`src/rtl/stopwatch_pkg.sv`:
```
`default_nettype none
// ============================================================================
// Module      : stopwatch_pkg
// Description : Shared state encodings and digit width for the stopwatch control
// Revision    : 1.0 - initial release
// ============================================================================
package stopwatch_pkg;

    localparam int DIGIT_W = 4;

    typedef enum logic [1:0] {
        ST_IDLE  = 2'd0,
        ST_RUN   = 2'd1,
        ST_PAUSE = 2'd2,
        ST_LAP   = 2'd3
    } state_t;

endpackage
`default_nettype wire

```
`src/rtl/key_debounce.sv`:
```
`default_nettype none
// ============================================================================
// Module      : key_debounce
// Description : Synchronises and debounces one active-low key, emits one press pulse
// Revision    : 1.0 - initial release
// ============================================================================
module key_debounce #(
    parameter int DB_CYCLES = 20,
    parameter int DB_W      = 5
) (
    input  logic clk,
    input  logic rst,
    input  logic key_n,
    output logic press_pulse
);

    logic            r_sync1;
    logic            r_sync2;
    logic            r_level;
    logic            r_level_d;
    logic [DB_W-1:0] r_cnt;
    logic [1:0]      r_vld;
    logic            r_armed;
    logic            r_pulse;

    always_ff @(posedge clk) begin
        if (rst) begin
            r_sync1   <= 1'b1;
            r_sync2   <= 1'b1;
            r_level   <= 1'b1;
            r_level_d <= 1'b1;
            r_cnt     <= '0;
            r_vld     <= '0;
            r_armed   <= 1'b0;
            r_pulse   <= 1'b0;
        end else begin
            r_sync1   <= key_n;
            r_sync2   <= r_sync1;
            r_level_d <= r_level;
            r_vld     <= {r_vld[0], 1'b1};
            // A key held through reset must be seen released before it may pulse
            r_armed   <= r_armed | (r_vld[1] & r_sync2);
            r_pulse   <= r_armed & r_level_d & ~r_level;
            if (r_sync2 != r_level) begin
                if (r_cnt == DB_W'(DB_CYCLES - 1)) begin
                    r_level <= r_sync2;
                    r_cnt   <= '0;
                end else begin
                    r_cnt   <= r_cnt + 1'b1;
                end
            end else begin
                r_cnt <= '0;
            end
        end
    end

    assign press_pulse = r_pulse;

endmodule
`default_nettype wire

```
`src/rtl/stopwatch_ctrl.sv`:
```
`default_nettype none
// ============================================================================
// Module      : stopwatch_ctrl
// Description : Key-driven run/pause/lap/clear sequencer for the BCD stopwatch
// Revision    : 1.0 - initial release
// ============================================================================
module stopwatch_ctrl
    import stopwatch_pkg::*;
#(
    parameter int DB_CYCLES = 20,
    parameter int DB_W      = 5
) (
    input  logic               clk,
    input  logic               rst,
    input  logic               key_ps_n,
    input  logic               key_clr_n,
    input  logic               key_lap_n,
    input  logic [DIGIT_W-1:0] cnt_d4,
    input  logic [DIGIT_W-1:0] cnt_d3,
    input  logic [DIGIT_W-1:0] cnt_d2,
    input  logic [DIGIT_W-1:0] cnt_d1,
    input  logic               cnt_max,
    output logic               count_en,
    output logic               count_clr,
    output logic [DIGIT_W-1:0] disp_d4,
    output logic [DIGIT_W-1:0] disp_d3,
    output logic [DIGIT_W-1:0] disp_d2,
    output logic [DIGIT_W-1:0] disp_d1,
    output logic [1:0]         state_out,
    output logic               lap_active
);

    logic   w_ps;
    logic   w_clr;
    logic   w_lap;
    state_t r_state;
    state_t w_state_nxt;
    logic   w_clr_nxt;
    logic   r_count_en;
    logic   r_count_clr;
    logic   r_lap_active;
    logic [4*DIGIT_W-1:0] r_disp;

    key_debounce #(.DB_CYCLES(DB_CYCLES), .DB_W(DB_W)) u_db_ps (
        .clk(clk), .rst(rst), .key_n(key_ps_n), .press_pulse(w_ps)
    );
    key_debounce #(.DB_CYCLES(DB_CYCLES), .DB_W(DB_W)) u_db_clr (
        .clk(clk), .rst(rst), .key_n(key_clr_n), .press_pulse(w_clr)
    );
    key_debounce #(.DB_CYCLES(DB_CYCLES), .DB_W(DB_W)) u_db_lap (
        .clk(clk), .rst(rst), .key_n(key_lap_n), .press_pulse(w_lap)
    );

    always_comb begin
        w_state_nxt = r_state;
        w_clr_nxt   = 1'b0;
        case (r_state)
            ST_IDLE: begin
                if (w_clr)      w_clr_nxt   = 1'b1;
                else if (w_ps)  w_state_nxt = ST_RUN;
            end
            ST_RUN: begin
                if (cnt_max)    w_state_nxt = ST_PAUSE;
                else if (w_ps)  w_state_nxt = ST_PAUSE;
                else if (w_lap) w_state_nxt = ST_LAP;
            end
            ST_PAUSE: begin
                if (w_clr) begin
                    w_clr_nxt   = 1'b1;
                    w_state_nxt = ST_IDLE;
                end else if (w_ps && !cnt_max) begin
                    w_state_nxt = ST_RUN;
                end
            end
            ST_LAP: begin
                if (cnt_max)    w_state_nxt = ST_PAUSE;
                else if (w_ps)  w_state_nxt = ST_PAUSE;
                else if (w_lap) w_state_nxt = ST_RUN;
            end
            default: w_state_nxt = ST_IDLE;
        endcase
    end

    always_ff @(posedge clk) begin
        if (rst) begin
            r_state      <= ST_IDLE;
            r_count_en   <= 1'b0;
            r_count_clr  <= 1'b0;
            r_lap_active <= 1'b0;
            r_disp       <= '0;
        end else begin
            r_state      <= w_state_nxt;
            r_count_en   <= (w_state_nxt == ST_RUN) || (w_state_nxt == ST_LAP);
            r_count_clr  <= w_clr_nxt;
            r_lap_active <= (w_state_nxt == ST_LAP);
            // The capture on entering LAP is simply the last live update
            if (!r_lap_active) begin
                r_disp <= {cnt_d4, cnt_d3, cnt_d2, cnt_d1};
            end
        end
    end

    assign count_en   = r_count_en;
    assign count_clr  = r_count_clr;
    assign lap_active = r_lap_active;
    assign state_out  = r_state;
    assign {disp_d4, disp_d3, disp_d2, disp_d1} = r_disp;

endmodule
`default_nettype wire
```
`config.mk`:
```
export PLATFORM = sky130hd
export DESIGN_NAME = stopwatch_ctrl
export DESIGN_NICKNAME = d
export VERILOG_FILES = /design/src/rtl/stopwatch_pkg.sv /design/src/rtl/key_debounce.sv /design/src/rtl/stopwatch_ctrl.sv
export SDC_FILE = /design/constraint.sdc
export NUM_CORES = 1
export LEC_CHECK = 0
export ABC_CLOCK_PERIOD_IN_PS = 3100
export BUFFER_PORTS_ARGS = -buffer_cell sky130_fd_sc_hd__buf_2
export CORE_MARGIN = 2
export CORE_UTILIZATION = 57
export CTS_CLUSTER_DIAMETER = 80
export CTS_CLUSTER_SIZE = 20
export DETAILED_ROUTE_END_ITERATION = 6
export PLACE_DENSITY = 0.83
export SYNTH_ARGS = -nofsm -noshare
export SYNTH_HDL_FRONTEND = slang
export SYNTH_SLANG_ARGS = --single-unit
```
`constraint.sdc`:
```
create_clock -name clk -period 3.1 [get_ports clk]
set_input_delay 0 -clock clk [delete_from_list [all_inputs] [get_ports clk]]
set_output_delay 0 -clock clk [all_outputs]
set_load 0.1 [all_outputs]
```
# Yosys cells after proc, flatten, opt, wreduce, memory -nomap -nowiden
# Cells that the tools add are included.
# totals
ff_bits,60
inputBits,22
out_inout_bits,21
wordCells,92
# op_classes
add_sub_neg,3
eq_ne,11
n_mux,15
n_bitwise,19
reduce_logical,12
# ops
op,count
2-bit two-way mux,10
"5-bit by 1-bit adder with 5-bit output, second input constant",3
"5-bit == test, second input constant",3
1-bit AND,9
3-bit OR reduction,3
2-bit one-hot mux with 4 select lines,1
1-bit inverter,7
"2-bit == test, second input constant",3
2-bit AND reduction,3
"2-bit by 1-bit == test with 1-bit output, second input constant",2
1-bit two-way mux,4
2-bit OR reduction,2
1-bit inequality test,3
1-bit bitwise OR,3
2-bit zero test,1
1-bit logical AND,1
1-bit zero test,1
1-bit logical OR,1

# Depth between registers and ports, before layout
# Gate-level depths: netlist of run 1.
# depth
word_depth,7
ltp_mapped,4
mapped_depth_nobuf,4

# Cells and area by module
# Synthesis of run 1 repeated with hierarchy kept, for this count alone.
# hier_totals
cells_unflattened,193
area_unflattened_um2,2094.5
# by_module_without_submodules
module,n_inst,cells_per_inst,area_per_inst_um2,seq_area_each_um2
key_debounce,3,41,451.7,260.2
stopwatch_ctrl,1,70,739.5,400.4

# Worst setup path before layout of run 1
# Ideal clock, no wire load.
# synth_timing
path_kind,register to register
from,"register r_lap_active, in the netlist lap_active"
to,register r_disp[10]
setup_ps,128
t_arrival_ps,1725
t_required_ps,2972
path_slack_ps,1248
path_stages_with_launch,5
path_buffers,2
synth_period_minus_slack_ps,1852
path_cell_list,dfxtp_1 > buf_2 > buf_4 > mux2i_1 > nor2_1
# synth_lines
item,line,text
from (decl),stopwatch_ctrl.sv:41,logic r_lap_active;
from (signal assigned),stopwatch_ctrl.sv:95,r_lap_active <= (w_state_nxt == ST_LAP);
to (signal assigned),stopwatch_ctrl.sv:98,"r_disp <= {cnt_d4, cnt_d3, cnt_d2, cnt_d1};"
to (decl),stopwatch_ctrl.sv:42,logic [4*DIGIT_W-1:0] r_disp;

# Worst setup path in the final report of run 1
# layout_timing
from,"register r_lap_active, in the netlist lap_active"
to,output port lap_active
# layout_lines
item,line,text
to (decl),stopwatch_ctrl.sv:30,output logic lap_active
# No word-level cell between the ends.

==> results of run 1 <==
==> cells by family after synthesis <==
logic type,count (synthesis)
xor+xnor,9
flops,56
fa+ha+maj,3
mux,19
simple gates,76
buf+inv,14
compound gates,21
==> per-stage QoR <==
| step | cells | total power (W) | utilization | cell area [sq um] |
|---|---|---|---|---|
| after floorplan | 198 | 0.000873 | - | 2010 |
| after global placement | 280 | 0.000900 | 0.669 | 2250 |
| after detailed placement | 280 | 0.000903 | 0.669 | 2250 |
| after CTS | 307 | 0.00122 | 0.743 | 2500 |
| after global routing | 307 | 0.00127 | 0.743 | 2500 |
| final | 307 | 0.00121 | 0.743 | 2500 |
==> cell type report <==
type	instances	area [sq um]
Inverter	8	30.0
Sequential cell	56	1120
Multi-Input combinational cell	128	832
Tap cell	46	57.6
Clock inverter	2	16.3
Timing Repair Buffer	61	400
Fill cell	247	865
Clock buffer	6	41.3
==> path summary, 6_finish.rpt <==
kind | from | end | slack [ns]
max | lap_active | lap_active | 1.22
min | cnt_max | lap_active | 0.07
max reg2reg | lap_active | r_disp[5] | 1.67
min reg2reg | u_db_clr.r_sync1 | u_db_clr.r_sync2 | 0.43
==> cell usage after synthesis, types with 3 or more instances <==
library cell  number
inv_1              7
a211oi_1           3
nand3_1            3
nor2b_1            6
or2_2              9
mux2i_1           19
ha_1               3
o21ai_0            6
nand2_1           11
a21oi_1            7
dfxtp_1           56
xor2_1             5
and3b_1            3
xnor2_1            4
nor2_1            36
==> worst reg2reg max path: stages (launching register included) <==
cell and delay [ns]:
dfxtp_1 0.96, mux2i_1 0.31, nor2_1 0.06
==> what timing repair did <==
action,in CTS,in global routing
hold endpoints to repair,19,0
hold buffers,19,0
setup buffers,0,0
==> sequential cells by signal, summed over array words and instances (netlist names), 2 cells and up <==
register,count
r_disp,16
u_db_clr.r_cnt,5
state_out,2
u_db_lap.r_cnt,5
u_db_ps.r_cnt,5
==> routing by layer <==
metal | share of wire | vias to the layer above | track usage | routed length (microns)
met5 | 0 | - | 0 | 0
met4 | 0.011 | 0 | 0.0788 | 40
met3 | 0.044 | 4 | 0.0589 | 167
met2 | 0.51 | 35 | 0.346 | 1930
met1 | 0.43 | 699 | 0.242 | 1630
li1 | - | 788 | - | -
==> where the power goes <==
part	internal (W)	total [W]	switching [W]	leakage, nW
clock	0.0000908	0.000302	0.000211	0.0284
sequential	0.000740	0.000750	0.0000102	0.459
combinational	0.0000455	0.000158	0.000112	0.538
==> impl_metrics.tcl, run 1 <==
set metrics [dict create \
    status "finished clean" \
    rsz0062_at_grt "no" \
    drt_iter0_markers 45 \
    worstSetupPathType "reg2out" \
    synthAdderAreaFrac 0.0187 \
    drtAntennaViolNets 0 \
    final_cell_mix "dfxtp_1 (56), buf_2 (42), nor2_1 (36), mux2i_1 (19), dlygate4sd3_1 (19)" \
    critPathArrivalTime_ns 1.88 \
    fmax_ghz 0.531 \
    cts_resized 0 \
    worst_pin_slew_ns 0.918 \
    synth_nets 223 \
    synth_top_area_share 0.557 \
    cp_top_family "flip-flops" \
    holdWs_ns 0.0721 \
    crit_path_top_delay_cell "dfxtp_1" \
    postSynthAreaPerCell_sq_um 10.2 \
    n_antenna_cell 0 \
    setup-violations-final 0 \
    synthCells 198 \
    grt_pass1_wl_mm 6.37 \
    worst-path-stages 1 \
    end_kind "output port" \
    relSlewSlack 0.387 \
    yosys_warnings 0 \
    viasPerCell 4.97 \
    hp-class "in2reg" \
    rr_worst_depth 2 \
    die-area_sq_um 4020 \
    htreeDepth 2 \
    synth_compound_area_frac 0.0678 \
    fin_worst_skew_ns 0.0138 \
    path_buf_inv 1 \
    fin_nets 285 \
    maxSlewViolCount 0 \
    grt.total_usage 0.204 \
    vias 1526 \
    io_pins 43 \
    min_path_cells 4 \
    ys_seq_area_frac 0.557 \
    routedWlPerCell_microns 12.3 \
    core_area_sq_um 3360 \
    port_buffers 42 \
    crit_required_ns 3.10 \
    synth_top_family_by_area "simple AND/OR/NAND/NOR gates" \
    synth_ff_type "dfxtp_1" \
    grt_overflow 0 \
    dr.pass1.iters 4 \
    critPathMaxFanout 17 \
    drive_gt1_frac 0.238 \
    path_clk_slew_ns 0.15 \
    drv_cap 0 \
    initial_core_util 0.598 \
    chipWidth_microns 63.4 \
    synthArstFlopShare 0 \
    synthSimpleGateAreaFrac 0.193 \
    hold_violations 0 \
    synth_area_leaders "dfxtp_1 (56%), mux2i_1 (9.5%), nor2_1 (6.7%)" \
    area.growth.synth_to_final_pct 24.2 \
    fin_tns_setup_ns 0 \
    clock_latency_ns 0.36 \
    rows 21 \
    critical-path-max-stage-delay_ns 0.96 \
    drc 0 \
    cts_tree "built" \
    period_share 0.607 \
    grt_max_degree 38 \
    synthMuxAreaShare 0.0945 \
    ys_types 30 \
    drt-total-wl_mm 3.77 \
    pre_cts_slack_ns 1.65 \
    dp_hpwl_mm 2.18 \
    crit_chain "buf_2" \
    die_h_microns 63.4 \
    ir_worst_vdd_uv 390 \
    antenna_found_initial 0 \
    synth_edf_count 0 \
    synth_xor_area_frac 0.0392 \
    cts_buffers 5 \
    place.gp.congestion 0.711 \
    setup_ws_ns 1.22 \
    period_needed_ns 1.88 \
    yosys.area.top_type "dfxtp_1" \
    start_kind "flop" \
    cts_max_path_buffers 2 \
    cts.sinks 56 \
    p_leak_nw 1.03 \
    final_common_cell "dfxtp_1" \
    syn-cell-area_sq_um 2010 \
    grt_pass1_vias 1421 \
    cts_root_buf "clkbuf_4" \
    power.density_nw_per_um2 484 \
    ys_ff_latch 56 \
]
(Power assumes the default switching activity.)
==> run 2, diff against run 1 <==
--- a/config.mk
+++ b/config.mk
@@ -5,14 +5,15 @@
 export SDC_FILE = /design/constraint.sdc
 export NUM_CORES = 1
 export LEC_CHECK = 0
-export ABC_CLOCK_PERIOD_IN_PS = 3100
+export ABC_AREA = 1
+export ABC_CLOCK_PERIOD_IN_PS = 1950
 export BUFFER_PORTS_ARGS = -buffer_cell sky130_fd_sc_hd__buf_2
 export CORE_MARGIN = 2
-export CORE_UTILIZATION = 57
+export CORE_UTILIZATION = 53
 export CTS_CLUSTER_DIAMETER = 80
 export CTS_CLUSTER_SIZE = 20
 export DETAILED_ROUTE_END_ITERATION = 6
-export PLACE_DENSITY = 0.83
+export PLACE_DENSITY = 0.78
 export SYNTH_ARGS = -nofsm -noshare
 export SYNTH_HDL_FRONTEND = slang
 export SYNTH_SLANG_ARGS = --single-unit
==> constraint.sdc (replaced) <==
create_clock -name clk -period 1.95 [get_ports clk]
set_input_delay 0 -clock clk [delete_from_list [all_inputs] [get_ports clk]]
set_output_delay 0 -clock clk [all_outputs]
set_load 0.1 [all_outputs]
==> run 2 against run 1 <==
Via count rose by 5.8%. Count of clock-buffer cells in the layout rose by 1. Final area rose by 0.80%. First-iteration DRC count rose by 49%. Critical path type unchanged. Critical endpoint unchanged. Largest cell class unchanged.
==> impl_metrics.tcl, run 2 <==
set metrics [dict create \
    antenna_found_initial 0 \
    clock_latency_ns 0.30 \
    regMostFlops "r_disp" \
    initial_core_util 0.551 \
    chipWidth_microns 65.7 \
    drt_iter0_markers 67 \
    power.density_nw_per_um2 825 \
    fmax_ghz 0.693 \
    hp-class "in2reg" \
    grt.total_usage 0.189 \
    drtAntennaViolNets 0 \
    p_sw_frac 0.262 \
    synthArstFlopShare 0 \
    cts_resized 0 \
    critical-path-max-stage-delay_ns 0.62 \
    period_needed_ns 1.44 \
    ys_seq_area_frac 0.556 \
    routedWlPerCell_microns 10.1 \
    wl_met2_mm 1.65 \
    port_buffers 42 \
    status "finished clean" \
    worst_pin_slew_ns 0.498 \
    drv_cap 0 \
    final_cell_mix "nor2_1 (67), dfxtp_1 (56), buf_2 (42), inv_1 (23), nand2_1 (20)" \
    synthCells 239 \
    grt_overflow 0 \
    m1WireLength_mm 1.60 \
    dp.cells 323 \
    p_sw_w 0.000544 \
    n_antenna_cell 0 \
    fin_nets 326 \
    path_clk_slew_ns 0.09 \
    place.gp.congestion 0.758 \
    die-area_sq_um 4310 \
    postSynthAreaPerCell_sq_um 8.43 \
    io_pins 43 \
    synth_ff_type "dfxtp_1" \
    drive_gt1_frac 0.202 \
    seq_area_sq_um 1120 \
    cts_root_buf "clkbuf_8" \
    cp_top_family "flip-flops" \
    dp_hpwl_mm 2.24 \
    vias 1614 \
    cts.sinks 56 \
    wl_met3_microns 247 \
    viasPerCell 4.61 \
    pre_cts_slack_ns 0.771 \
    cts_tree "built" \
    holdWs_ns 0.0540 \
    die_h_microns 65.7 \
    yosysMostFrequentCell "nor2_1" \
    synth_area_leaders "dfxtp_1 (56%), nor2_1 (12%), inv_1 (4.3%)" \
    fin_worst_skew_ns 0.00478 \
    p_leak_nw 1.16 \
    rows 22 \
    core_area_sq_um 3660 \
    synth_common_cells "nor2_1 (67), dfxtp_1 (56), inv_1 (23)" \
    fin_tns_setup_ns 0 \
    critPathArrivalTime_ns 1.44 \
    fin_cells 350 \
    highest_layer "met4" \
    multi_input_comb_area_sq_um 753 \
    clkPwrFrac 0.304 \
    cts_buffers 5 \
    synth_edf_count 0 \
    comb_power_share 0.122 \
    crit_path_top_delay_cell "dfxtp_1" \
    setup_ws_ns 0.506 \
    crit_required_ns 1.95 \
    worstSetupPathType "reg2out" \
    critPathMaxFanout 18 \
    grt_pass1_wl_mm 6.25 \
    setup-violations-final 0 \
    period_share 0.740 \
    cts_max_path_buffers 2 \
    nFillCells 293 \
    drt-total-wl_mm 3.55 \
    synth_top_area_share 0.556 \
    ys_types 20 \
    grt_max_degree 21 \
    start_kind "flop" \
    area.growth.synth_to_final_pct 25.0 \
    hold_violations 0 \
    synth_nets 264 \
    grt_pass1_vias 1550 \
    path_buf_inv 1 \
    yosys_warnings 0 \
    power_frac_seq 0.574 \
    p_int_w 0.00153 \
    relSlewSlack 0.670 \
    end_kind "output port" \
    yosys.area.top_type "dfxtp_1" \
    htreeDepth 2 \
    drc 0 \
    rsz0062_at_grt "no" \
    largest_register_ffs 16 \
    maxSlewViolCount 0 \
    ys_ff_latch 56 \
    ir_worst_vdd_uv 787 \
    syn-cell-area_sq_um 2020 \
    dr.pass1.iters 4 \
    crit_chain "buf_2" \
    final_common_cell "nor2_1" \
]
[run 2: changes by cell type in the layout (fill, tap and decap cells not counted), moves of 5 or more]
cell      previous run  this run
or2_1                0         7
nand3_1              3        15
or2_2                9         2
o21ai_0              6        17
nor2b_1              6         0
nor2_1              36        67
mux2i_1             19         0
nand2_1             11        20
clkbuf_8             0         6
clkbuf_4             5         0
inv_1                7        23
[run 2: layer usage]
layer	global-route usage	vias to the layer above
li1	-	869
met1	0.195	695
met2	0.347	44
met3	0.0582	6
met4	0.0807	0
met5	0	-
[run 2: logic make-up after synthesis]
logic type,count (synthesis),share of synthesized area
compound gates,24,0.0670
xor+xnor,6,0.0261
flops,56,0.556
simple gates,120,0.262
fa+ha+maj,3,0.0186
buf+inv,30,0.0701
[run 2: worst paths after layout]
| check | depth (start not counted) | startpoint | slack [ns] | to |
|---|---|---|---|---|
| max | 1 | lap_active | 0.51 | lap_active |
| min | 4 | cnt_max | 0.05 | state_out[0] |
| max reg2reg | 6 | u_db_lap.r_cnt[0] | 0.71 | u_db_lap.r_cnt[3] |
| min reg2reg | 1 | u_db_ps.r_sync1 | 0.41 | u_db_ps.r_sync2 |
[run 2: layout make-up]
| cell class | count | share of cell area |
|---|---|---|
| Tap cell | 48 | 0.0238 |
| Inverter | 24 | 0.0358 |
| Timing Repair Buffer | 61 | 0.159 |
| Clock buffer | 7 | 0.0343 |
| Clock inverter | 1 | 0.00298 |
| Sequential cell | 56 | 0.445 |
| Multi-Input combinational cell | 153 | 0.299 |
[run 2: power groups by stage]
stage,Clock [W],Combinational [W],Sequential [W]
after CTS,0.000665,0.000252,0.00119
after floorplan,0,0.0000454,0.00135
after global routing,0.000695,0.000269,0.00120
after global placement,0,0.000221,0.00122
final,0.000632,0.000253,0.00119
after detailed placement,0,0.000222,0.00122
[run 2: repair_timing]
action / CTS / global route
buffers inserted: 0 / 0
hold buffers: 19 / 0
hold endpoints to repair: 19 / 0
[run 2: metrics by stage]
step,utilization,power (W),cell area [sq um]
2_1_floorplan,-,0.00140,2020
3_3_place_gp,0.610,0.00144,2230
3_5_place_dp,0.610,0.00144,2230
4_1_cts,0.688,0.00211,2520
5_1_grt,0.688,0.00216,2520
6_report,0.688,0.00208,2520
[run 2: worst min-delay path, stage by stage]
cell     delay, ns
buf_2         0.10
o21ai_0       0.09
nand3_2       0.10
inv_1         0.03
==> run 3, diff against run 2 <==
--- a/config.mk
+++ b/config.mk
@@ -6,7 +6,7 @@
 export NUM_CORES = 1
 export LEC_CHECK = 0
 export ABC_AREA = 1
-export ABC_CLOCK_PERIOD_IN_PS = 1950
+export ABC_CLOCK_PERIOD_IN_PS = 1500
 export BUFFER_PORTS_ARGS = -buffer_cell sky130_fd_sc_hd__buf_2
 export CORE_MARGIN = 2
 export CORE_UTILIZATION = 53
==> constraint.sdc (replaced) <==
create_clock -name clk -period 1.5 [get_ports clk]
set_input_delay 0 -clock clk [delete_from_list [all_inputs] [get_ports clk]]
set_output_delay 0 -clock clk [all_outputs]
set_load 0.1 [all_outputs]
==> run 3 against run 2 <==
Wire length rose by 3.4%. Final cell count decreased by 1.1%. First-iteration DRC count increased by 6.0%. Worst setup slack lost 0.29 ns. Highest routed layer unchanged. Via count unchanged. Largest cell class unchanged. Sequential share of layout area rose by 0.71 points. Sequential power up 30%. Critical path type unchanged. Worst hold slack got worse by 0.036 ns. Die area is the same. Combinational power grew 30%. Critical path depth unchanged.
==> impl_metrics.tcl, run 3 (synthesized netlist as in run 2, its figures left out) <==
set metrics [dict create \
    status "finished clean" \
    drv_cap 0 \
    power_frac_seq 0.600 \
    viasPerCell 4.66 \
    relSlewSlack 0.640 \
    period_needed_ns 1.29 \
    area.growth.synth_to_final_pct 23.4 \
    grt.total_usage 0.183 \
    p_sw_frac 0.258 \
    critical-path-max-stage-delay_ns 0.50 \
    cp_top_family "flip-flops" \
    port_buffers 42 \
    core_area_sq_um 3660 \
    dr.pass1.iters 6 \
    maxSlewViolCount 0 \
    io_pins 43 \
    critPathArrivalTime_ns 1.29 \
    clock_latency_ns 0.29 \
    drive_gt1_frac 0.208 \
    chipWidth_microns 65.7 \
    crit_path_top_delay_cell "dfxtp_2" \
    cts_resized 0 \
    start_kind "flop" \
    worstSetupPathType "reg2out" \
    grt_max_degree 21 \
    p_leak_nw 1.15 \
    hold_violations 0 \
    comb_power_share 0.127 \
    htreeDepth 2 \
    rsz0062_at_grt "no" \
    final_util 0.679 \
    dp_hpwl_mm 2.33 \
    grt_pass1_vias 1528 \
    cts_max_path_buffers 2 \
    fin_tns_setup_ns 0 \
    fmax_ghz 0.776 \
    routedWlPerCell_microns 10.6 \
    grt_pass1_wl_mm 6.13 \
    fin_area_sq_um 2490 \
    grtUsageMet3 0.0428 \
    ir_worst_vdd_uv 763 \
    die_h_microns 65.7 \
    drc 0 \
    hp-class "in2reg" \
    crit_required_ns 1.50 \
    postCtsSetupBuffers 0 \
    fin_nets 325 \
    drt_iter0_markers 71 \
    antenna_found_initial 0 \
    rows 22 \
    p_total_w 0.00258 \
    die-area_sq_um 4310 \
    initial_core_util 0.551 \
    regMostFlops "r_disp" \
    clkPwrFrac 0.273 \
    use_met1 0.207 \
    worst_pin_slew_ns 0.539 \
    setup-violations-final 0 \
    place.gp.congestion 0.769 \
    vias 1614 \
    crit_chain "buf_2" \
    path_buf_inv 1 \
    busiest_layer "met2" \
    drtAntennaViolNets 0 \
    drt-total-wl_mm 3.67 \
    holdWs_ns 0.0179 \
    path_clk_slew_ns 0.08 \
    fin_worst_skew_ns 0.00478 \
    cts_buffers 5 \
    cts_tree "built" \
    grt.met2_usage 0.331 \
    cts_root_buf "clkbuf_8" \
    end_kind "output port" \
    cts.sinks 56 \
    grt_overflow 0 \
    largest_register_ffs 16 \
    p_int_w 0.00192 \
    final_cell_mix "nor2_1 (67), dfxtp_1 (53), buf_2 (42), inv_1 (23), nand2_1 (20)" \
    cts_hold_buf 18 \
    n_antenna_cell 0 \
    period_share 0.859 \
    final_common_cell "nor2_1" \
    critPathMaxFanout 18 \
    dpl-instance-area_sq_um 2240 \
    p_sw_w 0.000667 \
    power.density_nw_per_um2 1040 \
]
-- run 3: metrics by stage --
stage / instances / setup slack, ns
6_report: 346 / 0.212
5_1_grt: 346 / 0.147
4_1_cts: 346 / 0.199
3_5_place_dp: 323 / 0.325
3_3_place_gp: 323 / 0.365
2_1_floorplan: 239 / 0.258
-- run 3: worst paths after layout --
check                                       start                 to  slack, ns  cells after the start
worst min-delay path                    cnt_d3[0]          r_disp[8]       0.02                      3
worst min register to register   u_db_lap.r_sync1   u_db_lap.r_sync2       0.41                      1
worst max-delay path                   lap_active         lap_active       0.21                      1
worst max register to register  u_db_clr.r_cnt[0]  u_db_clr.r_cnt[4]       0.33                      6
-- run 3: power by group through the flow --
stage                     Clock (W)  Combinational [W]  Sequential (W)
after floorplan                   0          0.0000590         0.00176
after detailed placement          0           0.000291         0.00158
after global placement            0           0.000287         0.00158
final                      0.000707           0.000328         0.00155
after CTS                  0.000734           0.000326         0.00155
after global routing       0.000777           0.000348         0.00155
-- run 3: final cells by class --
| cell class | instances | area (sq um) |
|---|---|---|
| Tap cell | 48 | 60.1 |
| Multi-Input combinational cell | 153 | 753 |
| Sequential cell | 56 | 1120 |
| Clock buffer | 5 | 68.8 |
| Timing Repair Buffer | 60 | 390 |
| Fill cell | 294 | 1170 |
| Inverter | 24 | 90.1 |
-- run 3: routing by layer --
layer  vias up  share of wire
met2        42           0.46
li1        865              -
met4         0          0.013
met1       702           0.47
met3         5          0.056
met5         -              0
